[config.mk]
export PLATFORM = sky130hd
export DESIGN_NAME = alu_word_packer
export DESIGN_NICKNAME = d
export VERILOG_FILES = /design/src/rtl/alu_pkg.sv /design/src/rtl/alu_word_packer_sync_fifo.sv /design/src/rtl/alu_word_packer.sv
export SDC_FILE = /design/constraint.sdc
export NUM_CORES = 1
export LEC_CHECK = 0
export CORE_MARGIN = 4
export CORE_UTILIZATION = 40
export CTS_CLUSTER_SIZE = 25
export DETAILED_ROUTE_END_ITERATION = 8
export HOLD_SLACK_MARGIN = 0.1
export SLEW_MARGIN = 40
export SYNTH_ARGS = -nofsm -noshare
export SYNTH_HDL_FRONTEND = slang
export SYNTH_SLANG_ARGS = --single-unit
[constraint.sdc]
create_clock -name clock -period 4.95 [get_ports clock]
set_clock_uncertainty 0.15 [all_clocks]
set_input_delay 0.99 -clock clock [delete_from_list [all_inputs] [get_ports clock]]
set_output_delay 0.99 -clock clock [all_outputs]
set_load 0.05 [all_outputs]
[src/rtl/alu_pkg.sv]
// Shared ALU definitions: field widths, the packed instruction word type and op codes.
package alu_pkg;

    localparam int CTRL_W = 3;
    localparam int OPND_W = 6;
    localparam int WORD_W = CTRL_W + 2 * OPND_W;

    // One ALU instruction word laid out as {control, A, B}, MSB first
    typedef logic [WORD_W-1:0] alu_word_t;

    // Op codes carried in the control field
    typedef enum logic [CTRL_W-1:0] {
        OP_ADD  = 3'd0,
        OP_SUB  = 3'd1,
        OP_AND  = 3'd2,
        OP_OR   = 3'd3,
        OP_XOR  = 3'd4,
        OP_SHL  = 3'd5,
        OP_SHR  = 3'd6,
        OP_PASS = 3'd7
    } alu_op_e;

endpackage

[src/rtl/alu_word_packer_sync_fifo.sv]
// Small synchronous FIFO with an occupancy counter; the counter alone tells full from
// empty so the pointers can wrap naturally. Read data is forced to zero while empty.
module sync_fifo #(
    parameter int WIDTH = 15,
    parameter int DEPTH = 4
) (
    input  logic                     clock,
    input  logic                     reset_n,
    input  logic                     push,
    input  logic                     pop,
    input  logic [WIDTH-1:0]         wdata,
    output logic [WIDTH-1:0]         rdata,
    output logic                     full,
    output logic                     empty,
    output logic [$clog2(DEPTH):0]   count
);

    localparam int AW = $clog2(DEPTH);
    localparam logic [AW-1:0] PTR_ONE    = 1;
    localparam logic [AW:0]   COUNT_FULL = DEPTH[AW:0];
    localparam logic [AW:0]   COUNT_ONE  = 1;

    logic [WIDTH-1:0] mem [DEPTH];
    logic [AW-1:0]    wr_ptr_reg;
    logic [AW-1:0]    rd_ptr_reg;
    logic [AW:0]      count_reg;
    logic             do_push;
    logic             do_pop;

    assign full    = (count_reg == COUNT_FULL);
    assign empty   = (count_reg == '0);
    assign count   = count_reg;

    // A push while full and a pop while empty are silently ignored
    assign do_push = push && !full;
    assign do_pop  = pop && !empty;

    // Output word is the head entry; zero when nothing is buffered
    assign rdata   = empty ? '0 : mem[rd_ptr_reg];

    // Storage write: contents are never reset, only the pointers are
    always_ff @(posedge clock) begin
        if (do_push) begin
            mem[wr_ptr_reg] <= wdata;
        end
    end

    // Pointer and occupancy update; reset overrides any push or pop
    always_ff @(posedge clock) begin
        if (!reset_n) begin
            wr_ptr_reg <= '0;
            rd_ptr_reg <= '0;
            count_reg  <= '0;
        end else begin
            if (do_push) begin
                wr_ptr_reg <= wr_ptr_reg + PTR_ONE;
            end
            if (do_pop) begin
                rd_ptr_reg <= rd_ptr_reg + PTR_ONE;
            end
            if (do_push && !do_pop) begin
                count_reg <= count_reg + COUNT_ONE;
            end else if (do_pop && !do_push) begin
                count_reg <= count_reg - COUNT_ONE;
            end
        end
    end

endmodule

[src/rtl/alu_word_packer.sv]
// Packs an op code and two operands into one ALU instruction word {control, A, B}
// and buffers the words in a small FIFO with valid/ready on both sides.
// Occupancy states (idle / partial / full) are read straight off the FIFO count.
module alu_word_packer
    import alu_pkg::*;
#(
    parameter int DEPTH = 4
) (
    input  logic                     clock,
    input  logic                     reset_n,
    input  logic                     in_valid,
    output logic                     in_ready,
    input  logic [CTRL_W-1:0]        control,
    input  logic [OPND_W-1:0]        A,
    input  logic [OPND_W-1:0]        B,
    output logic                     out_valid,
    input  logic                     out_ready,
    output logic [WORD_W-1:0]        data,
    output logic [$clog2(DEPTH):0]   count
);

    alu_word_t packed_word;
    logic      fifo_full;
    logic      fifo_empty;

    // Fixed bit order: control in the top bits, B in the bottom bits
    assign packed_word = {control, A, B};

    // Handshake flags come only from registered occupancy, never from in_valid/out_ready
    assign in_ready  = !fifo_full;
    assign out_valid = !fifo_empty;

    sync_fifo #(
        .WIDTH (WORD_W),
        .DEPTH (DEPTH)
    ) u_fifo (
        .clock   (clock),
        .reset_n (reset_n),
        .push    (in_valid),
        .pop     (out_ready),
        .wdata   (packed_word),
        .rdata   (data),
        .full    (fifo_full),
        .empty   (fifo_empty),
        .count   (count)
    );

endmodule

==> flow_metrics.tcl, run 1 <==
set metrics [dict create \
    crit_fanout 15 \
    holdPathStages 2 \
    arrival_ns 2.45 \
    synthMuxAreaShare 0.1384 \
    p_sw_w 0.0007224 \
    place_inst 274 \
    antenna_found_initial 0 \
    cp_data_required_time_ns 3.81 \
    stdcell_area_mm2 0.003431 \
    grt_pass1_vias 1438 \
    synth_top_cell_by_area "edfxtp_1" \
    fin_crit_sh 0.7259 \
    min_to "u_fifo.rd_ptr_reg[1]$_SDFFE_PN0P_" \
    cts_hold_buf 0 \
    syn_avg_cell_area_um2 19.40 \
    placed_cell_area_mm2 0.003258 \
    globalRouteOverflowTotal 0 \
    cts-buffers-inserted 9 \
    status "completed" \
    synth_xor_area_frac 0.009404 \
    clock_sinks 69 \
    crit_type "reg -> out" \
    r2r_setup_slack_ns 2.46 \
    drv_slew 0 \
    synth_top_family_by_area "multiplexers" \
    io_buffers 38 \
    io_pins 39 \
    timing.rr.end "u_fifo.count[2]$_SDFFE_PN0P_" \
    grt_pass1_wl_um 7452 \
    setup-violations-final 0 \
    clockBufferDepth 2 \
    nNetsFinal 214 \
    wl_per_cell_um 16.01 \
    via_count 1362 \
    clk_latency_ns 0.32 \
    syn_nets 169 \
    synth_compound_area_frac 0.01747 \
    syn_area_mm2 0.002794 \
    firstDrtPassIters 4 \
    avgViaCountPerCell 4.697 \
    die_w_um 91.58 \
    crit_path_end_kind "output port" \
    area.growth.synth_to_final_pct 22.79 \
    yosysSeqAreaShare 0.7094 \
    dieArea_mm2 0.008386 \
    pwr-share-comb 0.404 \
    finalSetupTns_ns 0 \
    grt_usage 0.1202 \
    rsz0062_at_grt "false" \
    swShare 0.3673 \
    yosys.area.top_type_share 0.6449 \
    synth.area.top_cells "edfxtp_1 64%, mux4_2 8.1%, dfxtp_1 6.4%, mux4_1 4.7%, nor2b_1 3.1%" \
    finalWirelength_um 4643 \
    internal_power_w 0.001244 \
    ys_types 26 \
    instances_no_fill 290 \
    fmax_mhz 278.3 \
    ant_nets 0 \
    reg2reg_depth 8 \
    cts_setup_buffers 0 \
    cts_tree "yes" \
    relSlewSlack 0.4638 \
    worst_slew_pin_slew_ns 0.8043 \
    dp.final_hpwl_um 3004 \
    core-area_mm2 0.006794 \
    yosys.area_share.simple 0.07434 \
    grt_max_degree 19 \
    start_kind "register" \
    rows 30 \
    peakVddDrop_uv 302.0 \
    path_clk_slew_ns 0.07 \
    largest_reg_flops 60 \
    ys_ff_latch 69 \
    drt-initial-drc-count 32 \
    post_cts_resized 0 \
    worstHoldPathType "reg -> reg" \
    fin_crit_ns 3.593 \
    start_util 0.4112 \
    antenna_cells 0 \
    ys_warn_count 0 \
    gp_congestion 0.7185 \
    hp-start "u_fifo.rd_ptr_reg[1]$_SDFFE_PN0P_" \
    drive_gt1_frac 0.1546 \
    clockPowerShare 0.196 \
    cts_root_buf "clkbuf_8" \
    finalHoldViolations 0 \
    die_h_um 91.58 \
    p_leak_nw 1.135 \
    power_density_mw_per_mm2 573.2 \
    r2r-start "u_fifo.count[0]$_SDFFE_PN0P_" \
    cts_max_level 3 \
    drc 0 \
    syn_inst 144 \
    synth_adder_area_share 0.02956 \
    cap_violations 0 \
    pwr-share-seq 0.400 \
]
==> layout make-up <==
class / instances / area [µm²]
clock inverters: 2 / 8.758
flip-flops and latches: 69 / 1983
inverters: 4 / 15.01
repair buffers: 39 / 387.9
clock buffers: 14 / 162.7
multi-input cells: 66 / 753.2
well taps: 96 / 120.1
fillers: 563 / 3363
==> Yosys cell counts <==
cell / n
nor2_1: 1
mux2i_1: 3
fa_1: 1
buf_2: 2
o21ai_0: 2
mux4_1: 5
edfxtp_1: 60
inv_1: 4
a21boi_2: 1
nand2_1: 6
o31ai_2: 1
dfxtp_1: 9
a21boi_1: 1
xnor2_1: 2
buf_12: 1
or3_1: 2
xor2_1: 1
ha_1: 5
mux4_2: 10
clkbuf_1: 1
and2_1: 7
nor3_2: 1
a21boi_0: 1
buf_6: 1
nor2b_1: 14
nor2b_4: 2
==> through the flow <==
step                      setup slack, ns  utilization  hold slack (ns)  power (W)
after CTS                           1.286       0.5048           0.3495   0.001997
after detailed placement            1.645       0.4796           0.3404   0.001610
after global routing                1.211       0.5050           0.3731   0.002065
final                               1.357       0.5050           0.3446   0.001967
after floorplan                     1.933            -           0.3060   0.001371
after global placement              1.316       0.4794           0.3224   0.001586
==> power groups by stage <==
stage | registers (W) | clock network, W | logic (W)
final | 0.000786 | 0.000386 | 0.000795
after global routing | 0.000799 | 0.000427 | 0.000838
after CTS | 0.000791 | 0.000398 | 0.000808
after detailed placement | 0.000803 | 0 | 0.000807
after global placement | 0.000794 | 0 | 0.000791
after floorplan | 0.000780 | 0 | 0.000591
==> worst max path at each step <==
stage / end / startpoint / cells after the start
2_1_floorplan: data[0] / u_fifo.count[0]$_SDFFE_PN0P_ / 3
3_3_place_gp: data[6] / register / 3
3_5_place_dp: data[7] / register / 3
4_1_cts: data[7] / register / 3
5_1_grt: data[7] / register / 3
6_report: data[7] / register / 3
==> metal layers <==
metal	vias to the layer above	routed length, µm	global-route usage
li1	645	-	-
met1	676	1932	0.1400
met2	30	2437	0.2021
met3	11	178	0.03148
met4	0	94	0.06407
met5	-	0	0
==> placed cells by master (no fill, tap or decap), drive strengths merged <==
| master | count |
|---|---|
| ha | 5 |
| or3 | 2 |
| and2 | 7 |
| nor2 | 1 |
| clkdlybuf4s50 | 38 |
| nor2b | 16 |
| mux4 | 15 |
| xor2 | 1 |
| a21boi | 3 |
| nor3 | 1 |
| fa | 1 |
| nand2 | 6 |
| clkinv | 2 |
| inv | 4 |
| buf | 1 |
| o31ai | 1 |
| xnor2 | 2 |
| mux2i | 3 |
| dfxtp | 9 |
| edfxtp | 60 |
| o21ai | 2 |
| clkbuf | 14 |
==> kinds of logic after synthesis <==
family / Yosys count
AOI/OAI and AO/OA: 6
adders and majority gates: 6
buffers and inverters: 9
DFF: 69
xor gates and xnor gates: 3
muxes: 18
and+or+nand+nor: 33
==> critical path: stages (launching register included) <==
cell and delay (ns):
dfxtp_2 0.67, mux4_1 0.60, nor2b_1 0.15, clkdlybuf4s50_1 0.71
Power figures use the tool's default switching activity.
==> run 2, diff against run 1 <==
==> constraint.sdc (replaced) <==
create_clock -name clock -period 3.8 [get_ports clock]
set_clock_uncertainty 0.15 [all_clocks]
set_input_delay 0.76 -clock clock [delete_from_list [all_inputs] [get_ports clock]]
set_output_delay 0.76 -clock clock [all_outputs]
set_load 0.05 [all_outputs]
==> run 2 against run 1 <==
  * Critical path depth grew 1
  * Combinational power up 35%
  * Clock power rose by 20%
  * Non-clock buffer count up 1
  * Worst setup slack worse by 0.95 ns
  * Core utilization decreased by 0.17 points
  * Die area unchanged
  * Largest power group unchanged
==> flow_metrics.tcl, run 2 (synthesized netlist as in run 1, its figures left out) <==
set metrics [dict create \
    status "completed" \
    grt_usage 0.1161 \
    arrival_ns 2.48 \
    io_pins 39 \
    worst_slew_pin_slew_ns 0.8016 \
    r2r_setup_slack_ns 1.29 \
    finalWirelength_um 4568 \
    gp_congestion 0.6846 \
    drv_slew 0 \
    largest_reg_flops 60 \
    cp_data_required_time_ns 2.89 \
    nNetsFinal 215 \
    critPathTopFamily "buffers and inverters" \
    grt_pass1_vias 1415 \
    cts-buffers-inserted 9 \
    r2r-start "u_fifo.count[0]$_SDFFE_PN0P_" \
    peakVddDrop_uv 361.2 \
    max_stage_delay_ns 0.71 \
    multi_input_area_um2 753.2 \
    min_to "u_fifo.rd_ptr_reg[1]$_SDFFE_PN0P_" \
    start_kind "register" \
    drive_gt1_frac 0.1538 \
    final_common_cell "edfxtp_1" \
    path_clk_slew_ns 0.06 \
    setup-violations-final 0 \
    drc 0 \
    fin_crit_ns 3.389 \
    seqCellArea_mm2 0.001982 \
    clk_latency_ns 0.31 \
    die_w_um 91.58 \
    clock_sinks 69 \
    cap_violations 0 \
    fin_crit_sh 0.8917 \
    worstHoldPathType "reg -> reg" \
    antenna_found_initial 0 \
    die_h_um 91.58 \
    globalRouteOverflowTotal 0 \
    reg2reg_depth 8 \
    dieArea_mm2 0.008386 \
    crit_fanout 12 \
    area.growth.synth_to_final_pct 22.39 \
    crit_buf_inv 2 \
    rsz0062_at_grt "false" \
    dp.final_hpwl_um 2980 \
    cts_tree "yes" \
    rows 30 \
    slowest_stage "clkdlybuf4s50_1" \
    io_buffers 38 \
    cts_setup_buffers 0 \
    grt_pass1_wl_um 7196 \
    ant_nets 0 \
    relSlewSlack 0.4656 \
    hp-start "u_fifo.rd_ptr_reg[1]$_SDFFE_PN0P_" \
    power_density_mw_per_mm2 739.0 \
    p_leak_nw 1.133 \
    clockBufferDepth 2 \
    grt_max_degree 19 \
    firstDrtPassIters 4 \
    timing.rr.end "u_fifo.count[2]$_SDFFE_PN0P_" \
    timing.final.ws_setup_ns 0.4114 \
    core-area_mm2 0.006794 \
    fillers 554 \
    via_count 1375 \
    drt-initial-drc-count 55 \
    finalHoldViolations 0 \
    antenna_cells 0 \
    finalSetupTns_ns 0 \
    crit_path_end_kind "output port" \
    holdPathStages 2 \
    start_util 0.4112 \
    most-common-layout-cells "60 x edfxtp_1, 38 x clkdlybuf4s50_1, 14 x nor2b_1" \
    cts_max_level 3 \
    crit_type "reg -> out" \
    post_cts_resized 0 \
    cts_root_buf "clkbuf_8" \
    cp_cell_sequence "buf_4, mux4_1, nor2b_1, clkdlybuf4s50_1" \
    wl_per_cell_um 15.70 \
    fmax_mhz 295.1 \
    avgViaCountPerCell 4.725 \
    cts_hold_buf 0 \
    place_ws_ns 0.6993 \
]
[run 2: cell count changes in the layout (fill, tap and decap cells not counted), sizes merged]
cell,previous run,this run
buf,1,2
clkbuf,14,13
clkinv,2,3
[run 2: worst max-delay path by stage]
stage | start | end | slack (ns) | cells after the start
6_report | register | data[4] | 0.41 | 4
3_3_place_gp | register | data[6] | 0.72 | 4
3_5_place_dp | register | data[4] | 0.70 | 4
4_1_cts | register | data[4] | 0.34 | 4
5_1_grt | register | data[4] | 0.25 | 4
2_1_floorplan | u_fifo.count[0]$_SDFFE_PN0P_ | data[0] | 1.01 | 3
[run 2: worst reg2reg max path: stages, from the launching register on]
cell and delay (ns):
dfxtp_1 0.52, nor2_1 0.14, a21boi_2 0.32, ha_1 0.26, inv_1 0.07, fa_1 0.37, xor2_1 0.16, or3_1 0.30
a21boi_0 0.16
[run 2: cell type report]
cell class,instances,share of cell area
Tap cell,96,0.03513
Multi-Input combinational cell,66,0.2203
Clock inverter,3,0.004391
Sequential cell,69,0.5796
Inverter,4,0.004391
Timing Repair Buffer,40,0.1156
Clock buffer,13,0.04061
[run 2: where the power goes]
part           leakage [nW]  switching, W  total [W]  internal [W]
Sequential            0.624     0.0000657   0.000992      0.000926
Combinational         0.428      0.000642    0.00107      0.000429
Clock                0.0812      0.000230   0.000464      0.000234
[run 2: routing by layer]
layer	GRT usage	part of all wire	routed length, µm
met1	0.1401	0.43	1949
met2	0.1929	0.52	2364
met3	0.02983	0.041	186
met4	0.05653	0.015	68
met5	0	0	0
[run 2: stage by stage]
stage	hold WS [ns]	cells	total power, W	area, µm²	utilization
floorplan	0.3060	144	0.001785	2794	-
global placement	0.3158	275	0.002074	3264	0.4805
detailed placement	0.3371	275	0.002098	3264	0.4805
CTS	0.3470	291	0.002567	3418	0.5031
global route	0.3735	291	0.002658	3420	0.5033
finish	0.3442	291	0.002527	3420	0.5033
==> run 3, diff against run 2 <==
--- a/config.mk
+++ b/config.mk
@@ -10,6 +10,7 @@
 export CTS_CLUSTER_SIZE = 25
 export DETAILED_ROUTE_END_ITERATION = 8
 export HOLD_SLACK_MARGIN = 0.1
+export PLACE_DENSITY = 0.65
 export SLEW_MARGIN = 40
 export SYNTH_ARGS = -nofsm -noshare
 export SYNTH_HDL_FRONTEND = slang
==> constraint.sdc (replaced) <==
create_clock -name clock -period 3.2 [get_ports clock]
set_clock_uncertainty 0.15 [all_clocks]
set_input_delay 0.64 -clock clock [delete_from_list [all_inputs] [get_ports clock]]
set_output_delay 0.64 -clock clock [all_outputs]
set_load 0.05 [all_outputs]
==> run 3 against run 2 <==
  * Die area unchanged
  * Clock-buffer cell count down 1
  * Core utilization about the same
  * Sequential power up 19%
  * Critical path depth unchanged
  * Critical path type unchanged
  * Largest power group unchanged
==> flow_metrics.tcl, run 3 (synthesized netlist as in run 1, its figures left out) <==
set metrics [dict create \
    gp_congestion 0.7606 \
    stdcell_area_mm2 0.003418 \
    globalRouteOverflowTotal 0 \
    rows 30 \
    crit_fanout 6 \
    crit_path_end_kind "output port" \
    power_w 0.002999 \
    grt_usage 0.1264 \
    fin_crit_sh 0.8802 \
    place_inst 281 \
    drt-initial-drc-count 47 \
    antenna_found_initial 0 \
    grt_pass1_vias 1554 \
    cts_setup_buffers 0 \
    ant_nets 0 \
    dp.final_hpwl_um 3400 \
    cts_root_buf "clkbuf_8" \
    most-common-layout-cells "60 x edfxtp_1, 24 x buf_4, 22 x clkdlybuf4s50_1" \
    holdPathStages 2 \
    relSlewSlack 0.5075 \
    area.growth.synth_to_final_pct 22.35 \
    crit_type "reg -> out" \
    nNetsFinal 221 \
    antenna_cells 0 \
    worst_slew_pin_slew_ns 0.7377 \
    clockPowerShare 0.186 \
    finalWirelength_um 4991 \
    placed_cell_area_mm2 0.003269 \
    finalHoldViolations 0 \
    pwr-share-seq 0.395 \
    r2r_setup_slack_ns 0.88 \
    grt_use_met2 0.2246 \
    cts-buffers-inserted 9 \
    internal_power_w 0.001860 \
    rsz0062_at_grt "false" \
    timing.rr.end "u_fifo.count[2]$_SDFFE_PN0P_" \
    peakVddDrop_uv 320.6 \
    top_usage_layer "met2" \
    reg2reg_depth 8 \
    drv_slew 0 \
    grt_max_degree 19 \
    fin_crit_ns 2.817 \
    cts_max_level 3 \
    post_cts_resized 0 \
    io_pins 39 \
    cap_violations 0 \
    dieArea_mm2 0.008386 \
    arrival_ns 2.03 \
    cp_data_required_time_ns 2.41 \
    worstHoldPathType "reg -> reg" \
    via_count 1400 \
    r2r-start "u_fifo.count[0]$_SDFFE_PN0P_" \
    fmax_mhz 355.0 \
    start_util 0.4112 \
    core-area_mm2 0.006794 \
    drive_gt1_frac 0.2500 \
    p_leak_nw 1.184 \
    setup-violations-final 0 \
    die_w_um 91.58 \
    clockBufferDepth 2 \
    clock_sinks 69 \
    io_buffers 38 \
    p_sw_w 0.001139 \
    die_h_um 91.58 \
    firstDrtPassIters 4 \
    largest_reg_flops 60 \
    finalSetupTns_ns 0 \
    min_to "u_fifo.wr_ptr_reg[1]$_SDFFE_PN0P_" \
    path_clk_slew_ns 0.06 \
    cts_hold_buf 0 \
    power_density_mw_per_mm2 877.3 \
    swShare 0.3799 \
    drc 0 \
    final_common_cell "edfxtp_1" \
    final_util 0.5031 \
    pwr-share-comb 0.419 \
    grt_util_met1 0.1354 \
    wl_per_cell_um 16.86 \
    fillers 577 \
    grt_pass1_wl_um 7762 \
    grt_util_met3 0.03148 \
    start_kind "register" \
    cts_tree "yes" \
    clk_latency_ns 0.33 \
    avgViaCountPerCell 4.730 \
    instances_no_fill 296 \
    status "completed" \
    hp-start "u_fifo.wr_ptr_reg[1]$_SDFFE_PN0P_" \
]
==> run 3: cell type report <==
class,count,area [µm²],area share
Inverter,4,15.01,0.004392
Clock buffer,12,135.1,0.03953
Sequential cell,69,1982,0.5798
Timing Repair Buffer,46,400.4,0.1171
Clock inverter,3,13.76,0.004026
Tap cell,96,120.1,0.03514
Multi-Input combinational cell,66,752.0,0.2200
==> run 3: routing by layer <==
layer  vias to the layer above  share of wire
met1                       709           0.40
met4                         0          0.015
met3                         8          0.036
met2                        27           0.55
li1                        656              -
met5                         -              0
==> run 3: worst max-delay path by stage <==
stage | cells past startpoint | slack (ns) | startpoint | to
global route | 4 | 0.24 | register | data[14]
CTS | 4 | 0.31 | register | data[14]
floorplan | 3 | 0.53 | u_fifo.count[0]$_SDFFE_PN0P_ | data[0]
detailed placement | 8 | 0.42 | in_valid | u_fifo.count[2]$_SDFFE_PN0P_
global placement | 8 | 0.53 | in_valid | u_fifo.count[2]$_SDFFE_PN0P_
finish | 4 | 0.38 | register | data[14]
==> run 3: metrics by stage <==
stage	hold slack, ns	setup slack, ns
6_report	0.3606	0.3832
5_1_grt	0.3951	0.2435
4_1_cts	0.3638	0.3111
3_5_place_dp	0.3520	0.4239
3_3_place_gp	0.3224	0.5299
2_1_floorplan	0.3060	0.5332
==> run 3: power by group through the flow <==
stage | clock [W] | combinational, W | sequential, W
2_1_floorplan | 0 | 0.000913 | 0.00121
3_3_place_gp | 0 | 0.00125 | 0.00119
3_5_place_dp | 0 | 0.00127 | 0.00121
4_1_cts | 0.000583 | 0.00128 | 0.00119
5_1_grt | 0.000613 | 0.00133 | 0.00120
6_report | 0.000559 | 0.00126 | 0.00118
==> run 3: worst max-delay path, cell delays in order (launching register included) <==
cell	delay [ns]
dfxtp_1	0.53
buf_4	0.25
mux4_1	0.56
nor2b_1	0.16
buf_4	0.20
